**src/rtl/bpsk_frame_sched_if.sv**
```systemverilog
// Frame scheduler bus bundle: host writer port, modulator reader port and
// the single-port frame RAM port. The scheduler uses the slave view; the
// environment (writer, modulator, RAM) uses the master view.
interface bpsk_frame_sched_if #(
  parameter int data_width = 8,
  parameter int addr_width = 8
) ();

  // Host-side frame writer
  logic                  wr_req;
  logic [addr_width-1:0] wr_addr;
  logic [data_width-1:0] wr_data;
  logic                  wr_ack;
  logic                  wr_commit;
  logic [addr_width-1:0] wr_len;
  logic                  wr_ready;

  // Modulator byte reader
  logic                  rd_req;
  logic [addr_width-1:0] rd_addr;
  logic [data_width-1:0] rd_data;
  logic                  rd_valid;

  // Single-port frame RAM, MSB of the address selects the bank
  logic                  ram_en;
  logic                  ram_we;
  logic [addr_width:0]   ram_addr;
  logic [data_width-1:0] ram_wr_data;
  logic [data_width-1:0] ram_rd_data;

  modport master (
    output wr_req, wr_addr, wr_data, wr_commit, wr_len,
    output rd_req, rd_addr,
    output ram_rd_data,
    input  wr_ack, wr_ready, rd_data, rd_valid,
    input  ram_en, ram_we, ram_addr, ram_wr_data
  );

  modport slave (
    input  wr_req, wr_addr, wr_data, wr_commit, wr_len,
    input  rd_req, rd_addr,
    input  ram_rd_data,
    output wr_ack, wr_ready, rd_data, rd_valid,
    output ram_en, ram_we, ram_addr, ram_wr_data
  );

endinterface

```
**src/rtl/bpsk_frame_sched.sv**
```systemverilog
// Ping-pong frame scheduler for the BPSK modulator. Arbitrates one
// single-port frame RAM between the host writer and the modulator reader
// (reader first), tracks which of the two banks holds a committed frame,
// issues the send pulse and enforces an inter-frame gap after tx_done.
// Optional beacon mode (re-send the last frame while nothing new is
// pending) is enabled by defining BPSK_SCHED_REPEAT_EN.
module bpsk_frame_sched #(
  parameter int data_width   = 8,
  parameter int addr_width   = 8,
  parameter int frame_length = 150,
  parameter int gap_cycles   = 1024
) (
  input  logic                  clk,
  input  logic                  rst_n,
  bpsk_frame_sched_if.slave     bus,
  output logic                  send_signal,
  output logic [addr_width-1:0] tx_len,
  input  logic                  tx_done,
  output logic                  overflow
);

  localparam int GAP_W    = (gap_cycles > 2) ? $clog2(gap_cycles) : 1;
  localparam int GAP_LOAD = (gap_cycles > 0) ? gap_cycles - 1 : 0;
  localparam logic [addr_width-1:0] LEN_MAX  = addr_width'(frame_length);
  localparam logic [addr_width-1:0] LEN_ZERO = {addr_width{1'b0}};
  localparam logic [GAP_W-1:0]      GAP_ZERO = {GAP_W{1'b0}};
  localparam logic [GAP_W-1:0]      GAP_ONE  = GAP_W'(1);

  typedef enum logic [1:0] {S_IDLE, S_SEND, S_TX, S_GAP} state_t;

  // Longer commits are clipped to the largest frame the modulator accepts
  function automatic logic [addr_width-1:0] sat_len(input logic [addr_width-1:0] len);
    if (len > LEN_MAX) sat_len = LEN_MAX;
    else               sat_len = len;
  endfunction

  state_t                state_r;
  logic                  wr_bank_r;
  logic                  tx_bank_r;
  logic [1:0]            full_r;
  logic [addr_width-1:0] len_r [2];
  logic [GAP_W-1:0]      gap_cnt_r;
  logic                  rd_valid_r;
  logic                  wr_ready_r;

  logic                  done_s;
  logic                  commit_ok_s;
  logic                  commit_ovf_s;
  logic [1:0]            full_nxt_s;
  logic                  wr_bank_nxt_s;
  logic                  protect_nxt_s;

  // tx_done only counts while a frame is actually on air
  assign done_s        = tx_done & (state_r == S_TX);
  // wr_ready_r always mirrors "current write bank is free", so it gates commits
  assign commit_ok_s   = bus.wr_commit & wr_ready_r & (bus.wr_len != LEN_ZERO);
  assign commit_ovf_s  = bus.wr_commit & ~wr_ready_r;
  assign wr_bank_nxt_s = commit_ok_s ? ~wr_bank_r : wr_bank_r;

`ifdef BPSK_SCHED_REPEAT_EN
  logic last_valid_r;
  logic last_bank_r;
  // The most recently sent bank stays read-only so it can be re-sent
  assign protect_nxt_s = (last_valid_r | done_s) &
                         (wr_bank_nxt_s == (done_s ? tx_bank_r : last_bank_r));
`else
  assign protect_nxt_s = 1'b0;
`endif

  assign bus.rd_data  = bus.ram_rd_data;
  assign bus.rd_valid = rd_valid_r;
  assign bus.wr_ready = wr_ready_r;

  // Next bank occupancy: commit fills the write bank, tx_done frees the tx bank
  always_comb begin
    full_nxt_s = full_r;
    if (commit_ok_s) begin
      full_nxt_s[wr_bank_r] = 1'b1;
    end else begin
      full_nxt_s[wr_bank_r] = full_r[wr_bank_r];
    end
    if (done_s) begin
      full_nxt_s[tx_bank_r] = 1'b0;
    end else begin
      full_nxt_s[tx_bank_r] = full_nxt_s[tx_bank_r];
    end
  end

  // RAM port arbitration: the real-time reader always wins, writer stalls
  always_comb begin
    bus.ram_en      = 1'b0;
    bus.ram_we      = 1'b0;
    bus.ram_addr    = {(addr_width+1){1'b0}};
    bus.ram_wr_data = {data_width{1'b0}};
    bus.wr_ack      = 1'b0;
    if (bus.rd_req) begin
      bus.ram_en   = 1'b1;
      bus.ram_addr = {tx_bank_r, bus.rd_addr};
    end else if (bus.wr_req && wr_ready_r) begin
      bus.ram_en      = 1'b1;
      bus.ram_we      = 1'b1;
      bus.ram_addr    = {wr_bank_r, bus.wr_addr};
      bus.ram_wr_data = bus.wr_data;
      bus.wr_ack      = 1'b1;
    end else begin
      bus.wr_ack = 1'b0;
    end
  end

  // Bank bookkeeping plus the send/transmit/gap sequencer
  always_ff @(posedge clk or negedge rst_n) begin
    if (!rst_n) begin
      state_r     <= S_IDLE;
      wr_bank_r   <= 1'b0;
      tx_bank_r   <= 1'b0;
      full_r      <= 2'b00;
      len_r[0]    <= LEN_ZERO;
      len_r[1]    <= LEN_ZERO;
      gap_cnt_r   <= GAP_ZERO;
      rd_valid_r  <= 1'b0;
      wr_ready_r  <= 1'b0;
      send_signal <= 1'b0;
      tx_len      <= LEN_ZERO;
      overflow    <= 1'b0;
`ifdef BPSK_SCHED_REPEAT_EN
      last_valid_r <= 1'b0;
      last_bank_r  <= 1'b0;
`endif
    end else begin
      rd_valid_r <= bus.rd_req;
      wr_ready_r <= ~full_nxt_s[wr_bank_nxt_s] & ~protect_nxt_s;
      full_r     <= full_nxt_s;
      wr_bank_r  <= wr_bank_nxt_s;
      if (commit_ok_s) begin
        len_r[wr_bank_r] <= sat_len(bus.wr_len);
      end
      if (commit_ovf_s) begin
        overflow <= 1'b1;
      end
`ifdef BPSK_SCHED_REPEAT_EN
      if (done_s) begin
        last_valid_r <= 1'b1;
        last_bank_r  <= tx_bank_r;
      end
`endif
      case (state_r)
        S_IDLE: begin
          if (full_r[tx_bank_r]) begin
            send_signal <= 1'b1;
            tx_len      <= len_r[tx_bank_r];
            state_r     <= S_SEND;
          end
`ifdef BPSK_SCHED_REPEAT_EN
          else if (last_valid_r) begin
            tx_bank_r   <= last_bank_r;
            send_signal <= 1'b1;
            tx_len      <= len_r[last_bank_r];
            state_r     <= S_SEND;
          end
`endif
        end
        S_SEND: begin
          send_signal <= 1'b0;
          state_r     <= S_TX;
        end
        S_TX: begin
          if (done_s) begin
            tx_bank_r <= ~tx_bank_r;
            gap_cnt_r <= GAP_W'(GAP_LOAD);
            state_r   <= S_GAP;
          end
        end
        S_GAP: begin
          if (gap_cnt_r == GAP_ZERO) begin
            state_r <= S_IDLE;
          end else begin
            gap_cnt_r <= gap_cnt_r - GAP_ONE;
          end
        end
        default: begin
          send_signal <= 1'b0;
          state_r     <= S_IDLE;
        end
      endcase
    end
  end

endmodule

```
**src/flat_wrapper.sv**
```systemverilog
// flat-port wrapper written by rule: the top's interface ports become plain ports
module bpsk_frame_sched_flat 
#(
  parameter int data_width   = 8,
  parameter int addr_width   = 8,
  parameter int frame_length = 150,
  parameter int gap_cycles   = 1024
)
  (clk, rst_n, send_signal, tx_len, tx_done, overflow, bus_wr_req, bus_wr_addr, bus_wr_data, bus_wr_commit, bus_wr_len, bus_rd_req, bus_rd_addr, bus_ram_rd_data, bus_wr_ack, bus_wr_ready, bus_rd_data, bus_rd_valid, bus_ram_en, bus_ram_we, bus_ram_addr, bus_ram_wr_data);
  bpsk_frame_sched_if #(.data_width(data_width), .addr_width(addr_width)) bus_i ();
  input  logic clk;
  input  logic rst_n;
  output logic send_signal;
  output logic [addr_width-1:0] tx_len;
  input  logic tx_done;
  output logic overflow;
  input wire logic [$bits(bus_i.wr_req)-1:0] bus_wr_req;
  input wire logic [$bits(bus_i.wr_addr)-1:0] bus_wr_addr;
  input wire logic [$bits(bus_i.wr_data)-1:0] bus_wr_data;
  input wire logic [$bits(bus_i.wr_commit)-1:0] bus_wr_commit;
  input wire logic [$bits(bus_i.wr_len)-1:0] bus_wr_len;
  input wire logic [$bits(bus_i.rd_req)-1:0] bus_rd_req;
  input wire logic [$bits(bus_i.rd_addr)-1:0] bus_rd_addr;
  input wire logic [$bits(bus_i.ram_rd_data)-1:0] bus_ram_rd_data;
  output wire logic [$bits(bus_i.wr_ack)-1:0] bus_wr_ack;
  output wire logic [$bits(bus_i.wr_ready)-1:0] bus_wr_ready;
  output wire logic [$bits(bus_i.rd_data)-1:0] bus_rd_data;
  output wire logic [$bits(bus_i.rd_valid)-1:0] bus_rd_valid;
  output wire logic [$bits(bus_i.ram_en)-1:0] bus_ram_en;
  output wire logic [$bits(bus_i.ram_we)-1:0] bus_ram_we;
  output wire logic [$bits(bus_i.ram_addr)-1:0] bus_ram_addr;
  output wire logic [$bits(bus_i.ram_wr_data)-1:0] bus_ram_wr_data;
  assign bus_i.wr_req = bus_wr_req;
  assign bus_i.wr_addr = bus_wr_addr;
  assign bus_i.wr_data = bus_wr_data;
  assign bus_i.wr_commit = bus_wr_commit;
  assign bus_i.wr_len = bus_wr_len;
  assign bus_i.rd_req = bus_rd_req;
  assign bus_i.rd_addr = bus_rd_addr;
  assign bus_i.ram_rd_data = bus_ram_rd_data;
  assign bus_wr_ack = bus_i.wr_ack;
  assign bus_wr_ready = bus_i.wr_ready;
  assign bus_rd_data = bus_i.rd_data;
  assign bus_rd_valid = bus_i.rd_valid;
  assign bus_ram_en = bus_i.ram_en;
  assign bus_ram_we = bus_i.ram_we;
  assign bus_ram_addr = bus_i.ram_addr;
  assign bus_ram_wr_data = bus_i.ram_wr_data;
  bpsk_frame_sched #(.data_width(data_width), .addr_width(addr_width), .frame_length(frame_length), .gap_cycles(gap_cycles)) u_core (.clk(clk), .rst_n(rst_n), .bus(bus_i), .send_signal(send_signal), .tx_len(tx_len), .tx_done(tx_done), .overflow(overflow));
endmodule
```
**config.mk**
```make
export PLATFORM = sky130hd
export DESIGN_NAME = bpsk_frame_sched_flat
export DESIGN_NICKNAME = d
export VERILOG_FILES = /design/src/rtl/bpsk_frame_sched_if.sv /design/src/rtl/bpsk_frame_sched.sv /design/src/flat_wrapper.sv
export SDC_FILE = /design/constraint.sdc
export NUM_CORES = 1
export LEC_CHECK = 0
export ABC_CLOCK_PERIOD_IN_PS = 1800
export BUFFER_PORTS_ARGS = -buffer_cell sky130_fd_sc_hd__buf_4
export CAP_MARGIN = 20
export CORE_ASPECT_RATIO = 2
export CORE_MARGIN = 2
export CORE_UTILIZATION = 45
export CTS_CLUSTER_DIAMETER = 120
export CTS_CLUSTER_SIZE = 40
export DETAILED_ROUTE_END_ITERATION = 12
export PLACE_DENSITY = 0.81
export SKIP_CTS_REPAIR_TIMING = 1
export SYNTH_ARGS = -nofsm -noshare
export SYNTH_HDL_FRONTEND = slang
export SYNTH_SLANG_ARGS = --single-unit
```
**constraint.sdc**
```tcl
create_clock -name clk -period 1.8 [get_ports clk]
set_input_delay 0.36 -clock clk [delete_from_list [all_inputs] [get_ports clk]]
set_output_delay 0.36 -clock clk [all_outputs]
set_load 0.02 [all_outputs]
```
=== Yosys cells after proc, flatten, opt, wreduce, memory -nomap -nowiden ===
Cells that the tools add are included.

* Bits in registers: 44
* Input bits: 46
* Output and inout port bits: 40
* Word-level logic and storage cells: 97

* Add/subtract/negate cells: 1
* $lt $le $gt $ge: 9
* Equality and inequality tests: 7
* Muxes and demuxes: 41
* Bitwise operators: 13
* Reductions and logical operators: 14

{| class="wikitable"
|+ Operators by type and width
! cell !! number
|-
| $mux W8 || 8
|-
| $mux W10 || 2
|-
| $pmux W10 S2 || 1
|-
| $mux W9 || 2
|-
| $bwmux W16 || 1
|-
| $mux W1 || 15
|-
| $logic_not A10 Y1 || 1
|-
| $mux W2 || 5
|-
| $sub A10 B1 Y10 const B || 1
|-
| $demux W8 S1 || 1
|-
| $gt A8 B8 Y1 const B || 1
|-
| $pmux W2 S4 || 1
|-
| $reduce_bool A8 Y1 || 1
|-
| $lt A1 B2 Y1 const B || 3
|-
| $ne A2 B1 Y1 const B || 3
|-
| $reduce_and A2 Y1 || 3
|-
| $reduce_and A3 Y1 || 2
|-
| $and A1 B1 Y1 || 4
|-
| $bwmux W2 || 2
|-
| $eq A2 B2 Y1 const B || 2
|-
| $ge A2 B2 Y1 const B || 2
|-
| $logic_and A1 B1 Y1 || 4
|-
| $not A1 Y1 || 4
|-
| $not A1 Y2 || 2
|-
| other kinds (11) || 14
|}

=== Logic depth before layout (Yosys ltp) ===
Gate-level depths: netlist of the first run.

* Word-level depth: 13
* Mapped depth: 7
* Mapped depth without buffers: 6

=== Worst setup path before layout of the first run ===
OpenSTA, ideal clock, no wires.

* Path type: input-to-reg
* Start point: input bus_wr_len[7]
* End point: register u_core.len_r[3] in the netlist's numbering
* Library setup time: 125 ps
* Data arrival time: 2056 ps
* Data required time: 1675 ps
* Setup slack: -381 ps
* Cell stages on the path: 6
* Path through: clkbuf_1 -> or4_1 -> o311a_1 -> ha_1 -> clkbuf_1 -> mux2_2

* Longest elaborated chain between the ends: 4
* Elaborated cells on any way between the ends: 6
* Classes of those cells: 1 x order compare; 3 x mux; 1 x bitwise; 1 x reduce/logical

{| class="wikitable"
|+ RTL lines
! what !! line !! source
|-
| start: declaration || flat_wrapper.sv:21 || <nowiki>input wire logic [$bits(bus_i.wr_len)-1:0] bus_wr_len;</nowiki>
|-
| $gt A8 B8 Y1 || bpsk_frame_sched.sv:33 || <nowiki>if (len > LEN_MAX) sat_len = LEN_MAX;</nowiki>
|-
| $mux W8 || bpsk_frame_sched.sv:33 ||
|-
| $mux W8 || bpsk_frame_sched.sv:134 || <nowiki>if (commit_ok_s) begin</nowiki>
|-
| $bwmux W16 || bpsk_frame_sched.sv:135 || <nowiki>len_r[wr_bank_r] <= sat_len(bus.wr_len);</nowiki>
|-
| end signal: indexed assignment || bpsk_frame_sched.sv:135 ||
|-
| end: declaration || bpsk_frame_sched.sv:41 || <nowiki>logic [addr_width-1:0] len_r [2];</nowiki>
|}

Several ways; a longest one is shown, not always the timed one. The select of a mux whose other input is x is not followed.
A chain may end at the register's enable or synchronous reset.

=== Worst setup path after layout of the first run ===
* Start point: register u_core.gap_cnt_r[0]
* End point: register u_core.gap_cnt_r[8]

* Longest elaborated chain between the ends: 3
* Elaborated cells on any way between the ends: 6
* Classes of those cells: 1 x add/sub; 1 x eq/ne; 2 x mux; 2 x reduce/logical

{| class="wikitable"
|+ RTL lines
! what !! line !! source
|-
| start: declaration || bpsk_frame_sched.sv:42 || <nowiki>logic [GAP_W-1:0] gap_cnt_r;</nowiki>
|-
| start signal: assignment || bpsk_frame_sched.sv:169 || <nowiki>gap_cnt_r <= GAP_W'(GAP_LOAD);</nowiki>
|-
| start signal: assignment || bpsk_frame_sched.sv:177 || <nowiki>gap_cnt_r <= gap_cnt_r - GAP_ONE;</nowiki>
|-
| $sub A10 B1 Y10 or $logic_not A10 Y1 (tied branches) || bpsk_frame_sched.sv:177, bpsk_frame_sched.sv:174 ||
|-
| $mux W10 or $ne A2 B2 Y1 (tied branches) || n/a ||
|-
| $pmux W10 S2 or $reduce_and A3 Y1 (tied branches) || n/a ||
|}

Several ways; a longest one is shown, not always the timed one. The select of a mux whose other input is x is not followed.

==> results of run 1 <==
==> area by class of cell <==
type / instances / share of cell area [%]
well taps: 58 / 2.13
multi-input cells: 171 / 38.1
repair buffers: 101 / 22.7
clock buffers: 5 / 2.02
flip-flops and latches: 44 / 32.4
inverters: 8 / 0.883
clock inverters: 2 / 1.77
==> cells by family after synthesis <==
| group | Yosys count | synth area share [%] |
|---|---|---|
| and+or+nand+nor | 86 | 18.8 |
| AOI/OAI and AO/OA | 47 | 13.7 |
| adders and majority gates | 8 | 4.12 |
| buffers and inverters | 26 | 5.40 |
| xor gates and xnor gates | 1 | 0.360 |
| muxes | 29 | 12.4 |
| DFF | 44 | 45.3 |
==> power breakdown <==
| part | internal (mW) | leakage (nW) | switching (mW) | total, mW |
|---|---|---|---|---|
| Combinational | 1.18 | 1.03 | 1.23 | 2.41 |
| Sequential | 1.39 | 0.500 | 0.269 | 1.66 |
| Clock | 0.546 | 0.0642 | 0.335 | 0.881 |
| Total | 3.12 | 1.60 | 1.83 | 4.95 |
==> per-layer routing <==
layer / GRT usage, % / routed length, um / part of all wire [%] / vias to the layer above
met3: 2.39 / 168 / 2.6 / 15
met2: 38.9 / 3730 / 58 / 48
met4: 12.9 / 202 / 3.1 / 0
met1: 21.5 / 2340 / 36 / 1057
li1: - / - / - / 1040
met5: 0 / 0 / 0 / -
==> per-stage QoR <==
stage	total power [mW]	instances	utilization (%)	hold WS, ns
2_1_floorplan	3.10	241	-	0.0644
3_5_place_dp	3.98	379	61.7	0.389
4_1_cts	4.87	386	64.2	0.0674
5_1_grt	5.28	389	65.6	0.0870
6_report	4.95	389	65.6	0.0549
3_3_place_gp	3.90	379	61.7	0.386
==> worst max-delay path by stage <==
stage | from | to | cells past startpoint
floorplan | bus_wr_len[7] | u_core.len_r[11]$_DFFE_PN0P_ | 6
global placement | bus_wr_len[0] | u_core.bus.wr_ready$_DFF_PN0_ | 7
detailed placement | bus_wr_len[0] | u_core.bus.wr_ready$_DFF_PN0_ | 7
CTS | u_core.gap_cnt_r[1]$_DFFE_PN0P_ | u_core.gap_cnt_r[8]$_DFFE_PN0P_ | 6
global route | u_core.gap_cnt_r[1]$_DFFE_PN0P_ | u_core.gap_cnt_r[8]$_DFFE_PN0P_ | 6
finish | u_core.gap_cnt_r[0]$_DFFE_PN0P_ | u_core.gap_cnt_r[8]$_DFFE_PN0P_ | 6
==> worst reg2reg max path, stage by stage, from the launching register on <==
cell and delay, ns:
dfrtp_1 0.39, inv_1 0.08, ha_2 0.17, or3b_4 0.41, or2_4 0.26, or4_1 0.47, nand3_1 0.08
==> state kept, by name, indices dropped and copies added, names as in the netlist <==
register and count:
u_core.overflow 1, u_core.wr_bank_r 1, u_core.tx_bank_r 1, u_core.full_r 2
u_core.bus.rd_valid 1, u_core.send_signal 1, u_core.tx_len 8, u_core.len_r 16
u_core.gap_cnt_r 10, u_core.state_r 2, u_core.bus.wr_ready 1
==> placed cells by master, fill, tap and decap left out, types with 3 or more instances in the layout <==
cell       n
inv_1      8
nand2b_1   4
and2_1     9
a31oi_1    4
o21ai_0   13
nand3_1   10
nand2_1   21
clkbuf_8   5
ha_1       5
dfrtp_1   44
a22o_1     9
nand4_1    5
mux2_2     9
a21o_1     3
a21oi_1    4
buf_4     98
mux2i_1   20
nor2_1    12
==> run summary, run 1 <==
Max Clk Rate: 0.524 GHz
failing checks: setup timing
DP Wirelength: 4.82 mm
Reg2Reg Launch Point: u_core.gap_cnt_r[0]$_DFFE_PN0P_
CP top delay family: simple AND/OR/NAND/NOR gates
initial antenna violation count: 0
nets: 385
Syn Inst Count: 241
# DRC: 0
dominant cell type by area after synthesis: dfrtp_1
setup TNS: -0.149 ns
ys async rst share: 100%
synth warn: 0
Max-Cap Viols: 0
die width: 56.0 um
largest net degree at the start of global routing: 45
syn nets: 295
GRT overflow: 0
Pwr Density: 1460 mW/mm^2
number of global-route vias before repair: 2250
clk buf depth: 2
Pleak: 1.60 nW
layout cells sized above 1: 41.7%
Worst Reg-to-Reg Cells: 6
first-pass GRT wire length: 9.97 mm
# H-tree levels: 2
final worst slack: -0.108 ns
worst path required time: 2.04 ns
Num CTS Buffers: 5
clock latency on the worst-skew pair: 0.30 ns
Initial Util: 46.9%
CP Launch Type: flop
top-count cell post-synth: dfrtp_1
Final period util: 106%
Slew HR: 62.0%
RD Place Congestion: 0.881
DR pass1 iterations: 4
Worst-Margin Slew: 0.570 ns
Antenna Cells: 0
FF+latch count, synth: 44
detail-routed via count per cell: 5.55
Min-Delay Path Class: input port to async pin
Mapped Area: 0.00243 mm^2
die area: 0.00604 mm^2
maximum fanout along the worst path: 4
minimum clock period: 1.91 ns
Storage cell area: 0.00110 mm^2
Reg2Reg Setup Slack: -0.11 ns
area share of the largest cell type after synthesis: 45.3%
CTS tree: done
final setup violating endpoints: 2
core area: 0.00518 mm^2
Slew Viols, Final: 0
Root Buffer: clkbuf_8
Hold Fails Final Rpt: 0
status: finished, violations left
critical path buffer and inverter count: 1
post-route ant nets: 0
CP cell instances: inv_1, ha_2, or3b_4, or2_4, or4_1, nand3_1
RR Endpoint: u_core.gap_cnt_r[8]$_DFFE_PN0P_
post-route cell area: 0.00340 mm^2
Die Ht: 108 um
IO Pins: 86
top cells by area, synth: dfrtp_1, mux2i_1, mux2_2
critical setup path kind: flop to flop
Vias: 2160
# clock sinks: 44
Post-synth EDFFs: 0
Worst setup EP type: flop
most common library cells after synthesis: dfrtp_1, nand2_1, mux2i_1
Routed WL per cell: 16.6 um
clk_skew: 0.00803 ns
DP Area: 0.00320 mm^2
Layout area overhead: 39.8%
GRT Overall Usage: 20.8%
Rows: 37
VDD IR max: 0.000933 V
1st-iter DRT viols: 68
post-synthesis sequential area ratio: 45.3%
RSZ-0062 raised after global routing: yes
dpl ws: -0.284 ns
fillers: 405
wirelength, routed: 6.44 mm
slowest stage delay, CP: 0.47 ns
Mean Syn Cell Area: 10.1 um^2
CP arrival: 2.15 ns
PortBufs: 69
prevailing post-synth register cell: dfrtp_1
post-synth cell types: 45
Clock transition at path regs: 0.09 ns
slowest CP cell: or4_1
multi-input logic area: 0.00129 mm^2
Power figures use the tool's default switching activity.
==> inputs of run 2 (changes only) <==
- PLACE_DENSITY: 0.81 -> 0.79
==> run summary, run 2 (synthesis gave the netlist of run 1 again) <==
Reg2Reg Launch Point: u_core.gap_cnt_r[0]$_DFFE_PN0P_ (unchanged)
Vias: 2181 (was 2160)
Pwr Density: 1420 mW/mm^2 (was 1460 mW/mm^2)
Storage cell area: 0.00110 mm^2 (about the same)
die area: 0.00604 mm^2 (unchanged)
post-route cell area: 0.00340 mm^2 (about the same)
Clock transition at path regs: 0.08 ns (was 0.09 ns)
final setup violating endpoints: 2 (unchanged)
WHS: 0.0455 ns (was 0.0549 ns)
fillers: 424 (was 405)
status: finished, violations left (unchanged)
Slew Viols, Final: 0 (unchanged)
multi-input logic area: 0.00130 mm^2 (was 0.00129 mm^2)
Initial Util: 46.9% (unchanged)
Antenna Cells: 0 (unchanged)
CP Launch Type: flop (unchanged)
CTS tree: done (unchanged)
Most flops, register: u_core.len_r (unchanged)
detail-routed via count per cell: 5.55 (about the same)
Max Clk Rate: 0.526 GHz (was 0.524 GHz)
commonest non-fill, non-tap cell in the layout: buf_4 (unchanged)
PortBufs: 69 (unchanged)
number of global-route vias before repair: 2192 (was 2250)
# clock sinks: 44 (unchanged)
Pleak: 1.59 nW (was 1.60 nW)
clk buf depth: 2 (unchanged)
worst path required time: 2.04 ns (about the same)
1st-iter DRT viols: 91 (was 68)
most frequent cells in the layout: buf_4, dfrtp_1, nand2_1, mux2i_1, o21ai_0 (unchanged)
DP Wirelength: 4.88 mm (was 4.82 mm)
Worst Setup SP: u_core.gap_cnt_r[0]$_DFFE_PN0P_ (unchanged)
clock latency on the worst-skew pair: 0.30 ns (about the same)
VDD IR max: 0.000904 V (was 0.000933 V)
RSZ-0062 raised after global routing: yes (unchanged)
# H-tree levels: 2 (unchanged)
Layout area overhead: 39.8% (about the same)
critical setup path kind: flop to flop (unchanged)
first-pass GRT wire length: 10.2 mm (was 9.97 mm)
CP arrival: 2.14 ns (was 2.15 ns)
Rows: 37 (unchanged)
Routed WL per cell: 16.3 um (was 16.6 um)
layout cells sized above 1: 42.4% (was 41.7%)
Num CTS Buffers: 5 (unchanged)
initial antenna violation count: 0 (unchanged)
max reg flops: 16 (unchanged)
maximum fanout along the worst path: 4 (unchanged)
IO Pins: 86 (unchanged)
# DRC: 0 (unchanged)
core area: 0.00518 mm^2 (unchanged)
Max-Cap Viols: 0 (unchanged)
GRT overflow: 0 (unchanged)
clk_skew: 0.00558 ns (was 0.00803 ns)
nets: 388 (was 385)
failing checks: setup timing (unchanged)
Slew HR: 63.2% (was 62.0%)
Reg2Reg Setup Slack: -0.10 ns (was -0.11 ns)
GRT Overall Usage: 21.2% (was 20.8%)
RD Place Congestion: 0.916 (was 0.881)
Die Ht: 108 um (unchanged)
final worst slack: -0.102 ns (was -0.108 ns)
minimum clock period: 1.90 ns (was 1.91 ns)
die width: 56.0 um (unchanged)
Worst-Margin Slew: 0.552 ns (was 0.570 ns)
Min-Delay Path Class: input port to async pin (unchanged)
biggest regs: u_core.len_r (16), u_core.gap_cnt_r (10), u_core.tx_len (8) (unchanged)
Worst setup EP type: flop (unchanged)
DR pass1 iterations: 4 (unchanged)
post-route ant nets: 0 (unchanged)
wirelength, routed: 6.41 mm (was 6.44 mm)
Final period util: 106% (about the same)
Hold Fails Final Rpt: 0 (unchanged)
Root Buffer: clkbuf_8 (unchanged)
largest net degree at the start of global routing: 45 (unchanged)
DP Area: 0.00322 mm^2 (was 0.00320 mm^2)
## run 2: cell type report
type	instances	area share [%]
clock buffer	6	2.13
timing repair buffer	104	23.2
clock inverter	2	1.03
inverter	8	0.883
tap	58	2.13
sequential	44	32.4
multi-input combinational	171	38.2
## run 2: where the power goes
part           total (mW)  switching, mW  internal, mW
Combinational        2.41           1.21          1.19
Sequential           1.67          0.275          1.39
Clock               0.757          0.345         0.412
Total                4.83           1.83          3.00
## run 2: layer usage
metal,track usage [%],wire [um]
met3,2.51,156
met5,0,0
met4,9.86,161
met1,21.5,2360
met2,41.5,3740
## run 2: worst paths after layout
path | depth (start not counted) | end
min in group clk | 1 | u_core.bus.rd_valid$_DFF_PN0_
max in group asynchronous | 1 | u_core.bus.wr_ready$_DFF_PN0_
max reg2reg | 6 | u_core.gap_cnt_r[8]$_DFFE_PN0P_
min reg2reg | 1 | u_core.overflow$_DFFE_PN0P_
min | 1 | u_core.tx_len[1]$_DFFE_PN0P_
max | 6 | u_core.gap_cnt_r[8]$_DFFE_PN0P_
## run 2: worst max-delay path, stage by stage, from the launching register on
cell and delay (ns):
dfrtp_1 0.39, inv_2 0.07, ha_2 0.17, or3b_4 0.41, or2_4 0.25, or4_1 0.47, nand3_1 0.09
## run 2: stage by stage
stage	instances	util [%]	power [mW]	setup TNS [ns]	worst slack, ns
after floorplan	241	-	3.10	-3.11	-0.222
after global placement	383	62.1	3.90	-3.76	-0.243
after detailed placement	383	62.1	3.99	-4.29	-0.279
after CTS	391	64.1	4.75	-0.237	-0.123
after global routing	393	65.6	5.17	-0.434	-0.156
final	393	65.6	4.83	-0.151	-0.102
==> inputs of run 3 (changes only) <==
- CELL_PAD_IN_SITES_DETAIL_PLACEMENT: default -> 1
- CELL_PAD_IN_SITES_GLOBAL_PLACEMENT: default -> 1
- CORE_UTILIZATION: 45 -> 34
- CTS_CLUSTER_DIAMETER: 120 -> 40
- PLACE_DENSITY: 0.79 -> 0.8
==> run summary, run 3 (synthesis gave the netlist of run 1 again) <==
clk buf depth: 2 (unchanged)
critical path buffer and inverter count: 1 (unchanged)
RD Place Congestion: 0.816 (was 0.916)
critical setup path kind: flop to flop (unchanged)
# DRC: 0 (unchanged)
Slew Viols, Final: 0 (unchanged)
first-pass GRT wire length: 11.9 mm (was 10.2 mm)
post-route ant nets: 0 (unchanged)
VDD IR max: 0.000709 V (was 0.000904 V)
post-route cell area: 0.00360 mm^2 (was 0.00340 mm^2)
largest net degree at the start of global routing: 45 (unchanged)
max reg flops: 16 (unchanged)
Rows: 43 (was 37)
Initial Util: 35.0% (was 46.9%)
Most flops, register: u_core.len_r (unchanged)
WHS: 0.0732 ns (was 0.0455 ns)
multi-input logic area: 0.00138 mm^2 (was 0.00130 mm^2)
DP Area: 0.00325 mm^2 (was 0.00322 mm^2)
minimum clock period: 1.91 ns (was 1.90 ns)
CP cell instances: inv_2, ha_4, or3b_4, or2_4, or4_4, nand3_2 (was inv_2, ha_2, or3b_4, or2_4, or4_1, nand3_1)
GRT overflow: 0 (unchanged)
Final period util: 106% (about the same)
CTS tree: done (unchanged)
die width: 63.8 um (was 56.0 um)
global-route track usage on met2: 38.6% (was 41.5%)
worst path required time: 2.03 ns (was 2.04 ns)
wirelength, routed: 7.99 mm (was 6.41 mm)
Hold Fails Final Rpt: 0 (unchanged)
# clock sinks: 44 (unchanged)
Pleak: 1.66 nW (was 1.59 nW)
Max Clk Rate: 0.524 GHz (was 0.526 GHz)
final setup violating endpoints: 2 (unchanged)
clock latency on the worst-skew pair: 0.29 ns (was 0.30 ns)
failing checks: setup timing (unchanged)
Root Buffer: clkbuf_16 (was clkbuf_8)
detail-routed via count per cell: 5.34 (was 5.55)
die area: 0.00789 mm^2 (was 0.00604 mm^2)
Worst setup EP type: flop (unchanged)
Min-Delay Path Class: input port to async pin (unchanged)
clk_skew: 0.00658 ns (was 0.00558 ns)
Layout area overhead: 48.2% (was 39.8%)
RSZ-0062 raised after global routing: yes (unchanged)
fillers: 776 (was 424)
Routed WL per cell: 18.7 um (was 16.3 um)
most frequent cells in the layout: buf_4, dfrtp_1, nand2_1, mux2i_1, o21ai_0 (unchanged)
commonest non-fill, non-tap cell in the layout: buf_4 (unchanged)
1st-iter DRT viols: 74 (was 91)
CP Launch Type: flop (unchanged)
CP top delay family: simple AND/OR/NAND/NOR gates (unchanged)
number of global-route vias before repair: 2451 (was 2192)
grt met1 use: 19.1% (was 21.5%)
Max-Cap Viols: 0 (unchanged)
IO Pins: 86 (unchanged)
DR pass1 iterations: 4 (unchanged)
Storage cell area: 0.00110 mm^2 (unchanged)
slowest CP cell: or4_4 (was or4_1)
# H-tree levels: 2 (unchanged)
layer with the highest usage: met2 (unchanged)
PortBufs: 69 (unchanged)
status: finished, violations left (unchanged)
DP Wirelength: 5.45 mm (was 4.88 mm)
Die Ht: 124 um (was 108 um)
layout cells sized above 1: 47.0% (was 42.4%)
final worst slack: -0.107 ns (was -0.102 ns)
M3 GR Usage: 2.71% (was 2.51%)
initial antenna violation count: 0 (unchanged)
CP arrival: 2.13 ns (was 2.14 ns)
Antenna Cells: 0 (unchanged)
maximum fanout along the worst path: 4 (unchanged)
Vias: 2285 (was 2181)
Slew HR: 60.9% (was 63.2%)
biggest regs: u_core.len_r (16), u_core.gap_cnt_r (10), u_core.tx_len (8) (unchanged)
Clock transition at path regs: 0.07 ns (was 0.08 ns)
Worst-Margin Slew: 0.587 ns (was 0.552 ns)
Num CTS Buffers: 5 (unchanged)
slowest stage delay, CP: 0.48 ns (was 0.47 ns)
Pwr Density: 1520 mW/mm^2 (was 1420 mW/mm^2)
GRT Overall Usage: 19.6% (was 21.2%)
core area: 0.00694 mm^2 (was 0.00518 mm^2)
nets: 391 (was 388)
## run 3: final cells by class
cell class	instances	share of cell area, %
inverters	8	0.833
flip-flops and latches	44	30.6
repair buffers	107	22.4
well taps	90	3.12
clock inverters	2	1.08
multi-input cells	171	38.1
clock buffers	6	3.85
## run 3: final timing paths
check | from | endpoint | slack [ns] | cells past startpoint
max in group asynchronous | rst_n | u_core.bus.wr_ready$_DFF_PN0_ | 1.31 | 1
hold / removal | rst_n | u_core.gap_cnt_r[7]$_DFFE_PN0P_ | 0.07 | 1
min in group clk | bus_rd_req | u_core.bus.rd_valid$_DFF_PN0_ | 0.29 | 1
setup / recovery | u_core.gap_cnt_r[0]$_DFFE_PN0P_ | u_core.gap_cnt_r[8]$_DFFE_PN0P_ | -0.11 | 6
hold reg to reg | u_core.overflow$_DFFE_PN0P_ | u_core.overflow$_DFFE_PN0P_ | 0.47 | 1
setup reg to reg | u_core.gap_cnt_r[0]$_DFFE_PN0P_ | u_core.gap_cnt_r[8]$_DFFE_PN0P_ | -0.11 | 6
## run 3: layer usage
metal  share of wire (%)  vias up
met2                  60       53
met1                  34     1163
met5                   0        -
li1                    -     1046
met4                 3.9        0
met3                 2.5       23
## run 3: metrics by stage
stage	power, mW	cells	utilization, %	setup slack [ns]	setup TNS (ns)
after floorplan	3.10	241	-	-0.222	-3.11
after global placement	3.90	414	46.8	-0.256	-3.94
after detailed placement	4.04	414	46.8	-0.296	-4.55
after CTS	5.20	422	49.4	-0.175	-1.45
after global routing	5.84	428	51.9	-0.147	-0.489
final	5.48	428	51.9	-0.107	-0.197
## run 3: report_power, final
group / total (mW) / switching [mW] / internal [mW] / leakage [nW]
Sequential: 1.69 / 0.296 / 1.39 / 0.499
Combinational: 2.70 / 1.40 / 1.29 / 1.08
Clock: 1.10 / 0.400 / 0.696 / 0.0871
Total: 5.48 / 2.10 / 3.38 / 1.66
